$ cat src/rtl/win_vote_pkg.sv
// Shared types, reset constants and round-robin helper for the windowed
// w-vote arbiter.
package win_vote_pkg;

    typedef enum logic [1:0] {
        IDLE   = 2'd0,
        RUN    = 2'd1,
        REPORT = 2'd2
    } state_t;

    localparam int DEF_WIN    = 3;
    localparam int DEF_TARGET = 2;
    localparam int MAX_CH     = 8;

    // First set bit of req at or after ptr, searching circularly over nch
    // channels. Walking downward lets the closest candidate overwrite the rest.
    function automatic int rr_next(input logic [MAX_CH-1:0] req,
                                   input int ptr,
                                   input int nch);
        int sel;
        int idx;
        sel = ptr;
        for (int i = MAX_CH - 1; i >= 0; i--) begin
            if (i < nch) begin
                idx = (ptr + i) % nch;
                if (req[3'(idx)]) sel = idx;
            end
        end
        return sel;
    endfunction

endpackage

$ cat src/rtl/win_vote_engine.sv
// Window datapath: counts 1s on the selected w line and tracks how many
// samples of the current window have been taken.
module win_vote_engine #(
    parameter int WIN_W = 4
) (
    input  logic             clk,
    input  logic             reset,
    input  logic             clr,
    input  logic             en,
    input  logic             bit_in,
    input  logic [WIN_W-1:0] win,
    input  logic [WIN_W-1:0] tgt,
    output logic             last,
    output logic             hit
);

    logic [WIN_W-1:0] count_q, count_d;
    logic [WIN_W-1:0] samp_q, samp_d;

    always_comb begin
        count_d = count_q;
        samp_d  = samp_q;
        if (clr) begin
            count_d = '0;
            samp_d  = '0;
        end else if (en) begin
            count_d = count_q + WIN_W'(bit_in);
            samp_d  = samp_q + WIN_W'(1);
        end
    end

    always_ff @(posedge clk) begin
        if (reset) begin
            count_q <= '0;
            samp_q  <= '0;
        end else begin
            count_q <= count_d;
            samp_q  <= samp_d;
        end
    end

    // The sample taken this cycle is the final one of the window.
    assign last = (samp_q + WIN_W'(1)) == win;
    assign hit  = (count_q == tgt);

endmodule

$ cat src/rtl/window_vote_arbiter.sv
// Round-robin arbiter sharing one windowed w-vote engine among NCH channels;
// sequences IDLE -> RUN (win_reg cycles) -> REPORT and pulses done per window.
module window_vote_arbiter
    import win_vote_pkg::*;
#(
    parameter int NCH   = 4,
    parameter int WIN_W = 4,
    parameter int ID_W  = 2
) (
    input  logic             clk,
    input  logic             reset,
    input  logic             cfg_we,
    input  logic [WIN_W-1:0] cfg_win,
    input  logic [WIN_W-1:0] cfg_target,
    input  logic [NCH-1:0]   req,
    input  logic [NCH-1:0]   w,
    output logic [NCH-1:0]   grant,
    output logic             busy,
    output logic             done,
    output logic [ID_W-1:0]  done_id,
    output logic             z
);

    state_t           state_q, state_d;
    logic [ID_W-1:0]  cur_q, cur_d;
    logic [ID_W-1:0]  rr_ptr_q, rr_ptr_d;
    logic [WIN_W-1:0] win_reg_q, win_reg_d;
    logic [WIN_W-1:0] tgt_reg_q, tgt_reg_d;

    logic            eng_clr, eng_en, eng_last, eng_hit;
    logic [ID_W-1:0] pick, cur_inc;

    assign pick    = ID_W'(rr_next(MAX_CH'(req), int'(rr_ptr_q), NCH));
    assign cur_inc = (cur_q == ID_W'(NCH - 1)) ? '0 : cur_q + ID_W'(1);

    always_comb begin
        state_d   = state_q;
        cur_d     = cur_q;
        rr_ptr_d  = rr_ptr_q;
        win_reg_d = win_reg_q;
        tgt_reg_d = tgt_reg_q;
        eng_clr   = 1'b0;
        eng_en    = 1'b0;
        case (state_q)
            IDLE: begin
                // A config cycle suppresses arbitration even with requests pending.
                if (cfg_we) begin
                    if (cfg_win != '0) begin
                        win_reg_d = cfg_win;
                        tgt_reg_d = cfg_target;
                    end
                end else if (req != '0) begin
                    cur_d   = pick;
                    eng_clr = 1'b1;
                    state_d = RUN;
                end
            end
            RUN: begin
                if (!req[cur_q]) begin
                    rr_ptr_d = cur_inc;
                    state_d  = IDLE;
                end else begin
                    eng_en = 1'b1;
                    if (eng_last) state_d = REPORT;
                end
            end
            REPORT: begin
                rr_ptr_d = cur_inc;
                state_d  = IDLE;
            end
            default: state_d = IDLE;
        endcase
    end

    always_ff @(posedge clk) begin
        if (reset) begin
            state_q   <= IDLE;
            cur_q     <= '0;
            rr_ptr_q  <= '0;
            win_reg_q <= WIN_W'(DEF_WIN);
            tgt_reg_q <= WIN_W'(DEF_TARGET);
        end else begin
            state_q   <= state_d;
            cur_q     <= cur_d;
            rr_ptr_q  <= rr_ptr_d;
            win_reg_q <= win_reg_d;
            tgt_reg_q <= tgt_reg_d;
        end
    end

    win_vote_engine #(.WIN_W(WIN_W)) u_engine (
        .clk    (clk),
        .reset  (reset),
        .clr    (eng_clr),
        .en     (eng_en),
        .bit_in (w[cur_q]),
        .win    (win_reg_q),
        .tgt    (tgt_reg_q),
        .last   (eng_last),
        .hit    (eng_hit)
    );

    always_comb begin
        grant = '0;
        if (state_q == RUN) grant[cur_q] = 1'b1;
    end

    assign busy    = (state_q != IDLE);
    assign done    = (state_q == REPORT);
    assign done_id = done ? cur_q : '0;
    assign z       = done & eng_hit;

endmodule
$ cat config.mk
export PLATFORM = sky130hd
export DESIGN_NAME = window_vote_arbiter
export DESIGN_NICKNAME = d
export VERILOG_FILES = /design/src/rtl/win_vote_pkg.sv /design/src/rtl/win_vote_engine.sv /design/src/rtl/window_vote_arbiter.sv
export SDC_FILE = /design/constraint.sdc
export NUM_CORES = 1
export LEC_CHECK = 0
export ABC_AREA = 1
export CAP_MARGIN = 20
export CORE_MARGIN = 2
export CORE_UTILIZATION = 51
export DETAILED_ROUTE_END_ITERATION = 10
export PLACE_DENSITY = 0.82
export SLEW_MARGIN = 25
export SYNTH_ARGS = -nofsm -noshare
export SYNTH_HDL_FRONTEND = slang
export SYNTH_SLANG_ARGS = --single-unit
export TNS_END_PERCENT = 30
$ cat constraint.sdc
create_clock -name clk -period 1.7 [get_ports clk]
set_input_delay 0.34 -clock clk [delete_from_list [all_inputs] [get_ports clk]]
set_output_delay 0.34 -clock clk [all_outputs]
set_load 0.01 [all_outputs]
==> out/qor.csv, run 1 <==
stage,metric,value,unit
status,status,"complete, but fails checks",
status,failing checks,negative setup slack,
synthesis,"FF+latch count, synth",22,
sta,Slew @ Worst Pin,0.416,ns
route,Avg Vias per Cell,4.93,
setup_path,CP Launch Type,register,
sta,minimum hold slack,0.475,ns
clock_tree,Worst-path clk slew,0.13,ns
clock_tree,post-CTS setup repair buffer count,0,
setup_path,crit end category,output pin,
layout,synthesis-to-finish area growth,29.0,%
run,number of max-cap violations,0,
synthesis,synthesized cell area,1400,um2
clock_tree,clk sinks,22,
clock_tree,later-pin clock latency in the skew report,0.32,ns
setup_path,critical path type,register to output pin,
route,Antenna Nets Post-Route,0,
synthesis,number of synthesis warnings,0,
route,Detailed Route Iter0 Violations,46,
power,pwr dens,793,nW/um2
floorplan,DIE AREA,3190,um2
global_route,gr usage total,20.7,%
clock_tree,htree depth,1,
global_route,first-pass GRT wire length,5.29,mm
global_route,GR Overflow Total,0,
sta,Slew Limit Fails,0,
sta,Final Hold Violating Endpoints,0,
placed_design,routability cong.,0.800,
floorplan,Core Footprint,2690,um2
layout,Nets,282,
floorplan,Initial Utilization,52.2,%
layout,Antenna Cells,0,
floorplan,die width,56.4,um
placed_design,DP Wirelength,2.35,mm
route,1st-pass router iterations,4,
sta,Worst Skew,0.00698,ns
layout,layout cells sized above 1,18.4,%
layout,"commonest non-fill, non-tap cell in the layout",nand2_1,
placed_design,port buffer count,27,
sta,Setup TNS,-0.0423,ns
sta,Period minus WS final,1.74,ns
setup_path,CP arrival,1.40,ns
sta,min setup slack post-route,-0.0423,ns
sta,Max Clock Freq,574,MHz
sta,Final Cycle Share,102,%
floorplan,io pins,28,
global_route,initial antenna violation count,0,
power,Worst VDD drop,0.591,mV
sta,Relative slew margins,72.2,%
global_route,largest net degree at the start of global routing,14,
floorplan,Rows,19,
synthesis,synth unique cells,28,
synthesis,cells after synthesis,215,
hold_path,hold crit path type,register to register,
route,via count,1411,
route,routed wire length,2.95,mm
route,WL/cell,10.3,um
synthesis,"Net Count, Synth",241,
floorplan,Die H,56.4,um
synthesis,sequential fraction of the synthesis area,31.4,%
setup_path,worst endpoint required time,1.36,ns
layout,"commonest non-fill, non-tap cells in the layout","46 x nand2_1, 29 x inv_1, 25 x nor2_1, 18 x clkdlybuf4s50_1, 18 x dfxtp_1",
clock_tree,CTS root buf,clkbuf_4,
power,LEAKAGE,0.861,nW
clock_tree,CTS Buf Count,3,
clock_tree,clock tree buffer depth,2,
sta,final setup violation count,1,
synthesis,Avg Inst Size Synth,6.52,um2
clock_tree,CTS tree,done,
setup_path,Max Fanout on Critical Path,2,
global_route,vias in the first global route,1327,
sta,unrepaired setup endpoints after global routing,yes,
route,DRC violations left,0,
==> repair_timing <==
item,4_1_cts,5_1_grt
gates resized for setup,15,22
hold buffers,0,0
endpoints found under the setup margin,9,9
gates cloned,0,0
==> critical path, stage by stage, from the launching register on <==
cell,delay [ns]
dfxtp_2,0.35
inv_1,0.07
nand2_1,0.08
a21oi_1,0.12
nand2_1,0.08
a2111oi_2,0.20
buf_2,0.18
==> worst paths after layout <==
kind                             start                               end  slack [ns]  cells past startpoint
min reg2reg  win_reg_q[3]$_SDFFE_PP0P_         win_reg_q[3]$_SDFFE_PP0P_        0.48                      2
max reg2reg      cur_q[0]$_SDFFE_PP0P_  u_engine.count_q[1]$_SDFFE_PP0P_        0.12                      7
min          win_reg_q[3]$_SDFFE_PP0P_         win_reg_q[3]$_SDFFE_PP0P_        0.48                      2
max            state_q[0]$_SDFFE_PP0P_                                 z       -0.04                      6
==> cell usage after synthesis (all sizes together) <==
cell type | count | area share (%)
nand2 | 49 | 14
inv | 35 | 9.4
nor2 | 29 | 8.5
dfxtp | 22 | 31
o21ai | 21 | 7.8
a21oi | 16 | 5.7
nand3 | 16 | 6.1
ha | 7 | 6.2
buf | 3 | 2.0
o211ai | 3 | 2.0
xnor2 | 3 | 1.9
xor2 | 3 | 1.9
o22ai | 2 | 0.89
or2 | 2 | 0.89
a2111oi | 1 | 0.62
clkbuf | 1 | 0.27
nand3b | 1 | 0.54
nand4 | 1 | 0.45
==> report_power, final <==
part	internal [mW]	total, mW	switching [mW]
Clock	0.238	0.409	0.171
Sequential	0.559	0.603	0.0438
Combinational	0.192	0.422	0.231
Total	0.990	1.43	0.445
==> registers in the layout (all words and copies together), names as in the netlist <==
name              count
cur_q                 2
rr_ptr_q              2
state_q               2
tgt_reg_q             4
u_engine.count_q      4
u_engine.samp_q       4
win_reg_q             4
==> area by class of cell <==
type	count	area (um2)
timing repair buffer	40	330
clock inverter	1	30.0
inverter	35	131
sequential	22	445
fill	247	877
multi-input combinational	154	811
clock buffer	3	22.5
tap	31	38.8
==> cell families after synthesis <==
group | count (synthesis) | share of synthesized area, %
flops | 22 | 31.4
fa+ha+maj | 7 | 6.24
compound gates | 43 | 16.9
buf+inv | 39 | 11.6
simple gates | 98 | 30.1
xor+xnor | 6 | 3.75
==> routing by layer <==
layer  GRT usage, %  up-vias  routed length, um  part of all wire [%]
li1               -      765                  -                     -
met1           23.3      620               1350                    46
met2           38.9       21               1470                    50
met3           3.00        5                 83                   2.8
met4           7.14        0                 40                   1.4
met5              0        -                  0                     0
==> per-stage QoR <==
stage                     cell area [um2]  total power, mW  setup WS [ns]  utilization (%)  std cells
after floorplan                      1400            0.893          0.154                -        215
after global placement               1780             1.03         -0.146             66.2        282
after detailed placement             1780             1.04         -0.175             66.2        282
after CTS                            1830             1.44         -0.238             68.0        286
after global routing                 1810             1.55         -0.195             67.3        286
final                                1810             1.43        -0.0423             67.3        286
(Power assumes the default switching activity.)
==> inputs of run 2 (changes only) <==
--- a/config.mk
+++ b/config.mk
@@ -6,10 +6,12 @@
 export NUM_CORES = 1
 export LEC_CHECK = 0
 export ABC_AREA = 1
+export ABC_CLOCK_PERIOD_IN_PS = 1700
 export CAP_MARGIN = 20
 export CORE_MARGIN = 2
 export CORE_UTILIZATION = 51
 export DETAILED_ROUTE_END_ITERATION = 10
+export GPL_ROUTABILITY_DRIVEN = 0
 export PLACE_DENSITY = 0.82
 export SLEW_MARGIN = 25
 export SYNTH_ARGS = -nofsm -noshare
==> results of run 2 <==
Final layout, timing and power as in run 1 (identical DEF).
==> inputs of run 3 (changes only) <==
--- a/config.mk
+++ b/config.mk
@@ -9,10 +9,10 @@
 export ABC_CLOCK_PERIOD_IN_PS = 1700
 export CAP_MARGIN = 20
 export CORE_MARGIN = 2
-export CORE_UTILIZATION = 51
+export CORE_UTILIZATION = 37
 export DETAILED_ROUTE_END_ITERATION = 10
 export GPL_ROUTABILITY_DRIVEN = 0
-export PLACE_DENSITY = 0.82
+export PLACE_DENSITY = 0.64
 export SLEW_MARGIN = 25
 export SYNTH_ARGS = -nofsm -noshare
 export SYNTH_HDL_FRONTEND = slang
==> run 3 against run 2 <==
Effect of this change:
- the flow now finishes without violations
- sequential power about the same
- via count fell by 1.8%
- first-iteration DRC count decreased by 20%
- non-clock buffer count increased by 3
- register-to-register slack better by 0.02 ns
- clock power is 23% higher
- combinational power up 3%
- sequential share of layout area down 1.2 points
- total power is 7.3% higher
- worst setup slack improved by 0.068 ns
- worst hold slack about the same
- sequential cell count did not move
- critical endpoint unchanged
==> out/qor.csv, run 3 (synthesis gave the netlist of run 1 again) <==
stage,metric,value,unit,change
layout,layout cells sized above 1,17.1,%,was 18.4%
setup_path,CP Launch Type,register,,unchanged
floorplan,DIE AREA,4300,um2,was 3190 um2
placed_design,Post-Place Worst Slack,-0.144,ns,was -0.175 ns
clock_tree,Worst-path clk slew,0.09,ns,was 0.13 ns
floorplan,die width,65.6,um,was 56.4 um
sta,Relative slew margins,73.2,%,was 72.2%
clock_tree,later-pin clock latency in the skew report,0.27,ns,was 0.32 ns
layout,Finished Core Util,51.6,%,was 67.3%
clock_tree,clk sinks,22,,unchanged
layout,"commonest non-fill, non-tap cells in the layout","46 x nand2_1, 28 x inv_1, 25 x nor2_1, 20 x dfxtp_1, 18 x clkdlybuf4s50_1",,"was 46 x nand2_1, 29 x inv_1, 25 x nor2_1, 18 x clkdlybuf4s50_1, 18 x dfxtp_1"
setup_path,Max stage delay on crit path,0.34,ns,was 0.35 ns
power,NetSw,0.466,mW,was 0.445 mW
layout,Antenna Cells,0,,unchanged
floorplan,Rows,22,,was 19
route,routed wire length,3.10,mm,was 2.95 mm
route,Detailed Route Iter0 Violations,37,,was 46
global_route,GR Overflow Total,0,,unchanged
placed_design,placed cell count,302,,was 282
clock_tree,CTS tree,done,,unchanged
status,status,"finished, final reports clean",,"was complete, but fails checks"
clock_tree,CTS root buf,clkbuf_8,,was clkbuf_4
setup_path,crit end category,output pin,,unchanged
route,DRC violations left,0,,unchanged
layout,synthesis-to-finish area growth,34.6,%,was 29.0%
route,WL/cell,10.1,um,was 10.3 um
setup_path,CP arrival,1.33,ns,was 1.40 ns
setup_path,worst endpoint required time,1.36,ns,about the same
setup_path,R2R Path Start,cur_q[0]$_SDFFE_PP0P_,,unchanged
floorplan,io pins,28,,unchanged
sta,Setup TNS,0,ns,was -0.0423 ns
setup_path,"critical path, cell by cell",inv_1 > nand2_1 > o21ai_0 > a2111oi_2 > buf_2,,was inv_1 > nand2_1 > a21oi_1 > nand2_1 > a2111oi_2 > buf_2
layout,Filler cells,369,,was 247
sta,Slew @ Worst Pin,0.401,ns,was 0.416 ns
route,via count,1385,,was 1411
sta,Period minus WS final,1.67,ns,was 1.74 ns
power,switching portion of total power,30.3,%,was 31.0%
power,Sequential Power Share,39.2,%,was 42.0%
route,Antenna Nets Post-Route,0,,unchanged
global_route,gr usage total,15.5,%,was 20.7%
global_route,largest net degree at the start of global routing,14,,unchanged
layout,final non-filler cell total,306,,was 286
power,Clock power frac,32.6,%,was 28.5%
floorplan,Initial Utilization,38.3,%,was 52.2%
global_route,vias in the first global route,1204,,was 1327
setup_path,Critical Path Start,u_engine.count_q[1]$_SDFFE_PP0P_,,was state_q[0]$_SDFFE_PP0P_
power,combinational share of power,28.2,%,was 29.4%
setup_path,Max Fanout on Critical Path,3,,was 2
setup_path,critical path type,register to output pin,,unchanged
power,pwr dens,815,nW/um2,was 793 nW/um2
power,cell-internal power,1.07,mW,was 0.990 mW
sta,final setup violation count,0,,was 1
layout,"Design Area, Final",1890,um2,was 1810 um2
layout,Nets,285,,was 282
placed_design,DP Area,1820,um2,was 1780 um2
layout,"commonest non-fill, non-tap cell in the layout",nand2_1,,unchanged
clock_tree,clock tree buffer depth,2,,unchanged
clock_tree,htree depth,1,,unchanged
sta,Final Cycle Share,98.5,%,was 102%
sta,Max Clock Freq,597,MHz,was 574 MHz
floorplan,Core Footprint,3660,um2,was 2690 um2
sta,Final Hold Violating Endpoints,0,,unchanged
setup_path,Crit-path slowest cell,dfxtp_1,,was dfxtp_2
power,Power Total,1.54,mW,was 1.43 mW
placed_design,DP Wirelength,2.40,mm,was 2.35 mm
global_route,initial antenna violation count,0,,unchanged
hold_path,hold crit path type,register to register,,unchanged
sta,Slew Limit Fails,0,,unchanged
clock_tree,post-CTS setup repair buffer count,0,,unchanged
hold_path,HP Start,win_reg_q[3]$_SDFFE_PP0P_,,unchanged
sta,Worst Skew,0.00349,ns,was 0.00698 ns
placed_design,port buffer count,27,,unchanged
power,Worst VDD drop,0.644,mV,was 0.591 mV
route,Avg Vias per Cell,4.53,,was 4.93
clock_tree,CTS Buf Count,3,,unchanged
route,1st-pass router iterations,4,,unchanged
sta,min setup slack post-route,0.0255,ns,was -0.0423 ns
run,number of max-cap violations,0,,unchanged
sta,minimum hold slack,0.475,ns,about the same
global_route,first-pass GRT wire length,5.18,mm,was 5.29 mm
sta,unrepaired setup endpoints after global routing,yes,,unchanged
power,LEAKAGE,0.901,nW,was 0.861 nW
floorplan,Die H,65.6,um,was 56.4 um
## run 3: cell type report
type | count | area (um2) | area share, %
inverters | 35 | 131 | 6.96
multi-input cells | 154 | 811 | 42.9
well taps | 48 | 60.1 | 3.18
flip-flops and latches | 22 | 443 | 23.5
clock buffers | 3 | 41.3 | 2.19
clock inverters | 1 | 30.0 | 1.59
repair buffers | 43 | 372 | 19.7
## run 3: what timing repair did
| action | CTS | global route |
|---|---|---|
| hold endpoints to repair | 0 | 0 |
| gates resized for setup | 12 | 13 |
| setup endpoints to repair | 10 | 6 |
| hold buffers | 0 | 0 |
## run 3: power groups by stage
stage,clock [mW],combinational (mW),sequential (mW)
after floorplan,0,0.301,0.592
final,0.502,0.433,0.603
after global placement,0,0.431,0.612
after CTS,0.507,0.436,0.602
after detailed placement,0,0.435,0.612
after global routing,0.537,0.492,0.611
## run 3: layer usage
metal / share of wire, % / vias up / track usage, %
li1: - / 770 / -
met1: 49 / 588 / 19.2
met2: 47 / 22 / 26.9
met3: 3.1 / 5 / 2.57
met4: 1.4 / 0 / 5.47
met5: 0 / - / 0
## run 3: critical path, delay by kind of cell (launching register included)
kind	cells	cell delay (ns)
and+or+nand+nor	1	0.05
AOI/OAI and AO/OA	2	0.43
buffers and inverters	2	0.25
DFF	1	0.34
## run 3: path summary, 6_finish.rpt
kind	to	slack, ns	depth (start not counted)
worst max-delay path	z	0.03	5
worst max register to register	u_engine.count_q[1]$_SDFFE_PP0P_	0.14	7
worst min-delay path	win_reg_q[3]$_SDFFE_PP0P_	0.47	2
worst min register to register	win_reg_q[3]$_SDFFE_PP0P_	0.47	2
